`config.mk`:
```
export PLATFORM = sky130hd
export DESIGN_NAME = alu_core
export DESIGN_NICKNAME = d
export VERILOG_FILES = /design/src/rtl/alu_core.sv
export SDC_FILE = /design/constraint.sdc
export NUM_CORES = 1
export LEC_CHECK = 0
export ABC_AREA = 1
export CAP_MARGIN = 0
export CORE_MARGIN = 2
export CORE_UTILIZATION = 30
export DETAILED_ROUTE_END_ITERATION = 7
export PLACE_DENSITY = 0.56
export SLEW_MARGIN = 20
export SYNTH_ARGS = -nofsm -noshare
export SYNTH_HDL_FRONTEND = slang
export SYNTH_SLANG_ARGS = --single-unit
```
`constraint.sdc`:
```
create_clock -name clk -period 2 [get_ports clk]
set_input_delay 0.4 -clock clk [delete_from_list [all_inputs] [get_ports clk]]
set_output_delay 0.4 -clock clk [all_outputs]
set_load 0.005 [all_outputs]
```
`src/rtl/alu_core.sv`:
```
// alu_core: registered WIDTH-bit two's-complement ALU (ADD, SUB, AND, OR).
// The result has one cycle of latency, and out_valid marks each fresh result.
// Optional macro ALU_FLAGS_EN adds the registered status flags z/n/v/c.
module alu_core #(
  parameter int unsigned WIDTH = 4
) (
  input  logic             clk,
  input  logic             rst_n,
  input  logic             in_valid,
  input  logic [WIDTH-1:0] A,
  input  logic [WIDTH-1:0] B,
  input  logic [1:0]       ctrl,
  output logic [WIDTH-1:0] out,
  output logic             out_valid
`ifdef ALU_FLAGS_EN
  ,
  output logic             flag_z,
  output logic             flag_n,
  output logic             flag_v,
  output logic             flag_c
`endif
);

  localparam int unsigned SW = WIDTH + 1;

  logic [WIDTH-1:0] b_op;
  logic             cin;
  logic [WIDTH-1:0] result_c;
`ifdef ALU_FLAGS_EN
  logic [WIDTH:0]   sum_c;
  logic             v_c;
  logic             c_c;
`else
  logic [WIDTH-1:0] sum_c;
`endif

  // Operation stage. SUB is formed as A + ~B + 1 and shares the adder with ADD.
  always_comb begin
    b_op     = (ctrl == 2'b01) ? ~B : B;
    cin      = (ctrl == 2'b01);
`ifdef ALU_FLAGS_EN
    sum_c    = {1'b0, A} + {1'b0, b_op} + SW'(cin);
`else
    sum_c    = A + b_op + WIDTH'(cin);
`endif
    result_c = '0;
    case (ctrl)
      2'b00, 2'b01: result_c = sum_c[WIDTH-1:0];
      2'b10:        result_c = A & B;
      2'b11:        result_c = A | B;
      default:      result_c = '0;
    endcase
`ifdef ALU_FLAGS_EN
    v_c = 1'b0;
    c_c = 1'b0;
    if (!ctrl[1]) begin
      // Overflow: the adder operands agree in sign but the result sign differs.
      // For SUB the second operand is ~B, so this reduces to "A and B differ in sign".
      c_c = sum_c[WIDTH];
      v_c = (A[WIDTH-1] == b_op[WIDTH-1]) && (result_c[WIDTH-1] != A[WIDTH-1]);
    end
`endif
  end

  // Result register. Outputs hold their value while no beat is accepted.
  always_ff @(posedge clk) begin
    if (!rst_n) begin
      out       <= '0;
      out_valid <= 1'b0;
`ifdef ALU_FLAGS_EN
      flag_z    <= 1'b0;
      flag_n    <= 1'b0;
      flag_v    <= 1'b0;
      flag_c    <= 1'b0;
`endif
    end else begin
      out_valid <= in_valid;
      if (in_valid) begin
        out    <= result_c;
`ifdef ALU_FLAGS_EN
        flag_z <= (result_c == '0);
        flag_n <= result_c[WIDTH-1];
        flag_v <= v_c;
        flag_c <= c_c;
`endif
      end
    end
  end

endmodule

```
==> key figures, run 1 <==
Synth
  • Avg Cell Area, Syn: 6.95 µm²
  • Flops & latches, synth: 5
  • Synth top area share: 22.2%
  • Mapped Nets: 83
  • Synth unique cells: 19
  • Leading register cell type out of synthesis: dfxtp_1
  • Post-synth ARST share: 0%
  • Area leader, netlist: dfxtp_1
  • Post-synthesis sequential area ratio: 22.2%
  • Most frequent cell after synthesis: nand2_1
  • EDFF count, synth: 0
  • Commonest cells in the synthesized netlist: nand2_1 (15), inv_1 (9), o21ai_0 (6), dfxtp_1 (5)
  • Top post-synthesis cells by area: dfxtp_1 (22%), nand2_1 (12%), ha_1 (11%), inv_1 (7.5%), o21ai_0 (6.6%)
  • Mapped Cells: 65
  • Synth Cell Area: 452 µm²
  • Yosys warns: 0

STA
  • Final WS setup: 0.0864 ns
  • Worst Tran Pin Value: 0.197 ns
  • Fmax: 523 MHz
  • RSZ-0062 raised after global routing: yes
  • Final min period: 1.91 ns
  • Final Hold Fails: 0
  • Fin Hold WS: 0.477 ns
  • Rel. slew slack: 86.8%
  • Max Transition Viols Final: 0
  • Clock skew: 0 ns
  • Tcrit/Tclk final: 95.7%
  • Setup Viol. Count Final: 0

Global route
  • GRT busiest layer: met2
  • Global-route wire length before repair: 1730 µm
  • M2 GR Usage: 20.3%
  • Largest net degree at the start of global routing: 7
  • Vias in the first global route: 447
  • Antenna violations before repair: 0
  • GRT Residual Overflow: 0
  • M1 GR Usage: 14.6%
  • Met3 Track Usage GR: 2.55%
  • Total GRT Usage: 12.4%

Cells and area
  • Share of layout cells above drive strength 1: 21.3%
  • Synth-to-layout area growth: 63.7%
  • Number of diodes: 0
  • Final Core Density: 50.9%
  • Final net count: 113
  • Final std cells w/o fill: 110

Run
  • Maxcap violations: 0

Worst setup path
  • Endpoint class of the critical path: flop
  • Max Fanout on Critical Path: 4
  • Critical Path Start Type: input pin
  • Critical Path RT: 2.13 ns
  • CP arrival: 2.05 ns
  • Crit Path Class: input pin to flop

Clock tree
  • Clock slew at reported path FFs: 0.04 ns
  • Setup Fix Bufs, Post-CTS: 0
  • CTS Sinks: 5
  • Max clock buf depth: 2
  • CTS tree: yes
  • CTS Buf Count: 3
  • Clock root buffer: clkbuf_4
  • Clk_lat worst skew: 0.24 ns
  • H-tree levels: 1

Floorplan
  • Initial Util: 31.1%
  • Core box area: 1450 µm²
  • Die area: 1830 µm²
  • Die Y: 42.8 µm
  • Ports: 18
  • DIE WIDTH: 42.8 µm
  • FP Rows: 14

Power and ir drop
  • Peak VDD IR: 0.184 mV
  • Static leakage: 0.361 nW
  • Pwr Density: 493 nW/µm²

Detailed routing
  • Final antenna-violating net count: 0
  • Final WL: 998 µm
  • TritonRoute pass-1 iters: 4
  • Vias post-DR: 515
  • Drt drc: 0
  • Via/cell ratio: 4.68
  • Avg WL per Cell: 9.07 µm
  • DR iter-0 viols: 12

Placed design
  • Post-DP HPWL: 859 µm
  • DP Worst Slack: -0.149 ns
  • Placed Cells: 106
  • GP Congestion: 0.764
  • Port bufs: 17

Outcome
  • Status: complete, no violations

Worst hold path
  • Hold/Removal Path Class: flop to flop
==> state kept, by name, summed over array words and instances, names as in the netlist <==
signal     cells
out_valid      1
out            4
==> where the power goes <==
| part | leakage (nW) | internal [mW] | switching (mW) |
|---|---|---|---|
| logic | 0.304 | 0.0776 | 0.0620 |
| clock network | 0.0150 | 0.0752 | 0.0382 |
| registers | 0.0415 | 0.108 | 0.00312 |
| total | 0.361 | 0.261 | 0.103 |
==> critical path: stages <==
cell	delay [ns]
clkdlybuf4s50_1	0.53
nand2_4	0.10
xnor2_1	0.13
ha_1	0.33
a21oi_1	0.23
nand2_1	0.08
nand2_1	0.06
nand3_1	0.07
nand2_1	0.07
a21oi_2	0.05
==> through the flow <==
step                      TNS (ns)  power (mW)  instance area (µm²)
final                            0       0.364                  739
after CTS                        0       0.367                  728
after global placement      -0.377       0.248                  702
after global routing       -0.0218       0.391                  739
after floorplan                  0       0.176                  452
after detailed placement    -0.362       0.249                  702
==> per-layer routing <==
| layer | vias to the layer above | part of all wire (%) |
|---|---|---|
| met4 | 0 | 2.0 |
| li1 | 273 | - |
| met3 | 4 | 4.9 |
| met5 | - | 0 |
| met1 | 224 | 46 |
| met2 | 14 | 47 |
==> cells in the final DEF (no fill, tap or decap), drive strengths merged, types with 2 or more instances in the layout <==
cell and n:
a21oi 5, a31oi 3, buf 8, clkbuf 4, clkdlybuf4s50 17, dfxtp 5
ha 4, inv 11, nand2 17, nand3 5, nor2 2, o21ai 6
xnor2 2
==> kinds of logic after synthesis <==
group / synth area share (%)
AO/OA/AOI/OAI: 19.1
XOR/XNOR: 3.88
adder cells (fa/ha/maj): 15.5
buffers and inverters: 9.14
flip-flops: 22.2
AND/OR/NAND/NOR: 30.2
==> worst paths after layout <==
path	start	endpoint	cells past startpoint	slack (ns)
setup / recovery	ctrl[0]	out[3]	10	0.09
hold reg to reg	out[3]	out[3]	2	0.48
setup reg to reg	out[2]	out[2]	2	1.33
hold / removal	out[3]	out[3]	2	0.48
==> what timing repair did <==
action,4_1_cts,5_1_grt
hold endpoints to repair,0,0
hold buffers,0,0
setup endpoints to repair,0,2
gates resized for setup,0,2
==> final cells by class <==
type,count,area (µm²)
clock buffers,4,26.3
well taps,16,20.0
fillers,153,714
flip-flops and latches,5,100
inverters,11,41.3
multi-input cells,49,322
repair buffers,25,230
(Power assumes the default switching activity.)
==> run 2: changes to the inputs <==
Settings changed: CORE_AREA from default to 2 2 39 41, CORE_MARGIN 2 to default, CORE_UTILIZATION 30 to default, DIE_AREA from default to 0 0 41 43, PLACE_DENSITY 0.56 to 0.62, SKIP_LAST_GASP from default to 1.
==> key figures, run 2 (same netlist as run 1, synthesis figures left out) <==
Floorplan
  • Die area: 1760 µm² (-3.8%)
  • Die Y: 43 µm (+0.47%)
  • Initial Util: 32.6% (+1.6 points)
  • DIE WIDTH: 41 µm (-4.2%)
  • FP Rows: 14 (unchanged)
  • Core box area: 1380 µm² (-4.8%)
  • Ports: 18 (unchanged)

Clock tree
  • Cts hold-fix bufs: 0 (unchanged)
  • Clk_lat worst skew: 0.24 ns (about the same)
  • CTS Buf Count: 3 (unchanged)
  • Clock root buffer: clkbuf_4
  • Post-cts gate resize count: 0 (unchanged)
  • H-tree levels: 1 (unchanged)
  • CTS Sinks: 5 (unchanged)
  • Setup Fix Bufs, Post-CTS: 0 (unchanged)
  • Max clock buf depth: 2 (unchanged)
  • CTS tree: yes
  • Clock slew at reported path FFs: 0.04 ns (about the same)

Global route
  • Antenna violations before repair: 0 (unchanged)
  • Total GRT Usage: 13.1% (+0.72 points)
  • Largest net degree at the start of global routing: 7 (unchanged)
  • Global-route wire length before repair: 1660 µm (-4.0%)
  • GRT Residual Overflow: 0 (unchanged)
  • Vias in the first global route: 410 (-8.3%)

Cells and area
  • Most flops, register: out
  • Share of layout cells above drive strength 1: 21.3% (unchanged)
  • Largest regs: out x4, out_valid x1
  • Final net count: 113 (unchanged)
  • Max FFs per register: 4 (unchanged)
  • Final Core Density: 53.8% (+2.9 points)
  • Fillers: 138 (-9.8%)
  • Most frequent cells in the layout: nand2_1 (15), clkdlybuf4s50_1 (15), inv_1 (9)
  • Number of diodes: 0 (unchanged)
  • Final std cells w/o fill: 110 (unchanged)
  • Synth-to-layout area growth: 64.8%

Power and ir drop
  • Static leakage: 0.380 nW (+5.2%)
  • Peak VDD IR: 0.184 mV (-0.14%)
  • Power Total: 0.368 mW (+1.2%)
  • Pwr Density: 495 nW/µm² (+0.49%)

Worst setup path
  • R2r setup slk: 1.34 ns (about the same)
  • Endpoint class of the critical path: flop
  • CP arrival: 1.90 ns (-0.15 ns)
  • Critical Path Start Type: input pin
  • Delay-heaviest family, CP: buffers and inverters
  • Cells along the critical path: clkdlybuf4s50_1 -> inv_1 -> nand2_4 -> and2_2 -> fa_1 -> o21ai_0 -> a41oi_1
  • Critical Path RT: 2.11 ns (-0.02 ns)
  • Crit Path Class: input pin to flop
  • CP bufs+invs: 2 (+1)
  • Slowest-stage cell, CP: clkdlybuf4s50_1
  • CP peak stage delay: 0.44 ns (-0.09 ns)
  • Max Fanout on Critical Path: 3 (-1)

STA
  • Worst Tran Pin Value: 0.212 ns (+0.0146 ns)
  • Max Transition Viols Final: 0 (unchanged)
  • Setup Viol. Count Final: 0 (unchanged)
  • Tcrit/Tclk final: 89.6% (-6.1 points)
  • RSZ-0062 raised after global routing: no
  • Rel. slew slack: 85.8% (-1.0 points)
  • Final Hold Fails: 0 (unchanged)
  • Final min period: 1.79 ns (-0.122 ns)
  • Fmax: 558 MHz (+6.8%)
  • Clock skew: 0 ns (unchanged)

Detailed routing
  • DR iter-0 viols: 12 (unchanged)
  • Via/cell ratio: 4.69 (+0.19%)
  • Avg WL per Cell: 9.45 µm (+4.2%)
  • Vias post-DR: 516 (+0.19%)
  • TritonRoute pass-1 iters: 4 (unchanged)
  • Drt drc: 0 (unchanged)
  • Final antenna-violating net count: 0 (unchanged)
  • Final WL: 1040 µm (+4.2%)

Worst hold path
  • Hold/Removal Path Class: flop to flop

Placed design
  • GP Congestion: 0.798 (+4.5%)
  • Placed Cells: 106 (unchanged)
  • Port bufs: 17 (unchanged)
  • Post-DP HPWL: 875 µm (+1.8%)

Outcome
  • Status: complete, no violations

Run
  • Maxcap violations: 0 (unchanged)
run 2: cell type report:
type                    count  area [µm²]  share of cell area, %
multi-input cells          49         322                   43.2
inverters                  11        41.3                   5.55
repair buffers             25         235                   31.6
well taps                  16        20.0                   2.69
clock buffers               4        26.3                   3.53
flip-flops and latches      5         100                   13.4
run 2: final timing paths:
path	start	to	cells past startpoint
setup / recovery	B[0]	out[2]	7
hold / removal	out[3]	out[3]	2
setup reg to reg	out[2]	out[2]	2
hold reg to reg	out[3]	out[3]	2
run 2: power by group:
group	internal, mW	switching [mW]
registers	0.108	0.00322
clock network	0.0754	0.0407
logic	0.0786	0.0625
total	0.262	0.106
run 2: worst min-delay path: stages (launching register included):
cell and delay [ns]:
dfxtp_1 0.31, nand2_1 0.08, a21oi_2 0.05
run 2: metrics by stage:
| stage | setup WS [ns] | instance area [µm²] | hold slack, ns | setup TNS, ns |
|---|---|---|---|---|
| after floorplan | 0.414 | 452 | 0.469 | 0 |
| after global placement | -0.153 | 702 | 0.465 | -0.321 |
| after detailed placement | -0.178 | 702 | 0.486 | -0.387 |
| after CTS | 0.0698 | 728 | 0.495 | 0 |
| after global routing | 0.100 | 744 | 0.523 | 0 |
| final | 0.209 | 744 | 0.481 | 0 |
run 2: per-layer routing:
metal  track usage, %  share of wire, %
met5                0                 0
met1             17.6                45
met4             6.00               1.6
met2             20.9                48
met3                0               5.9
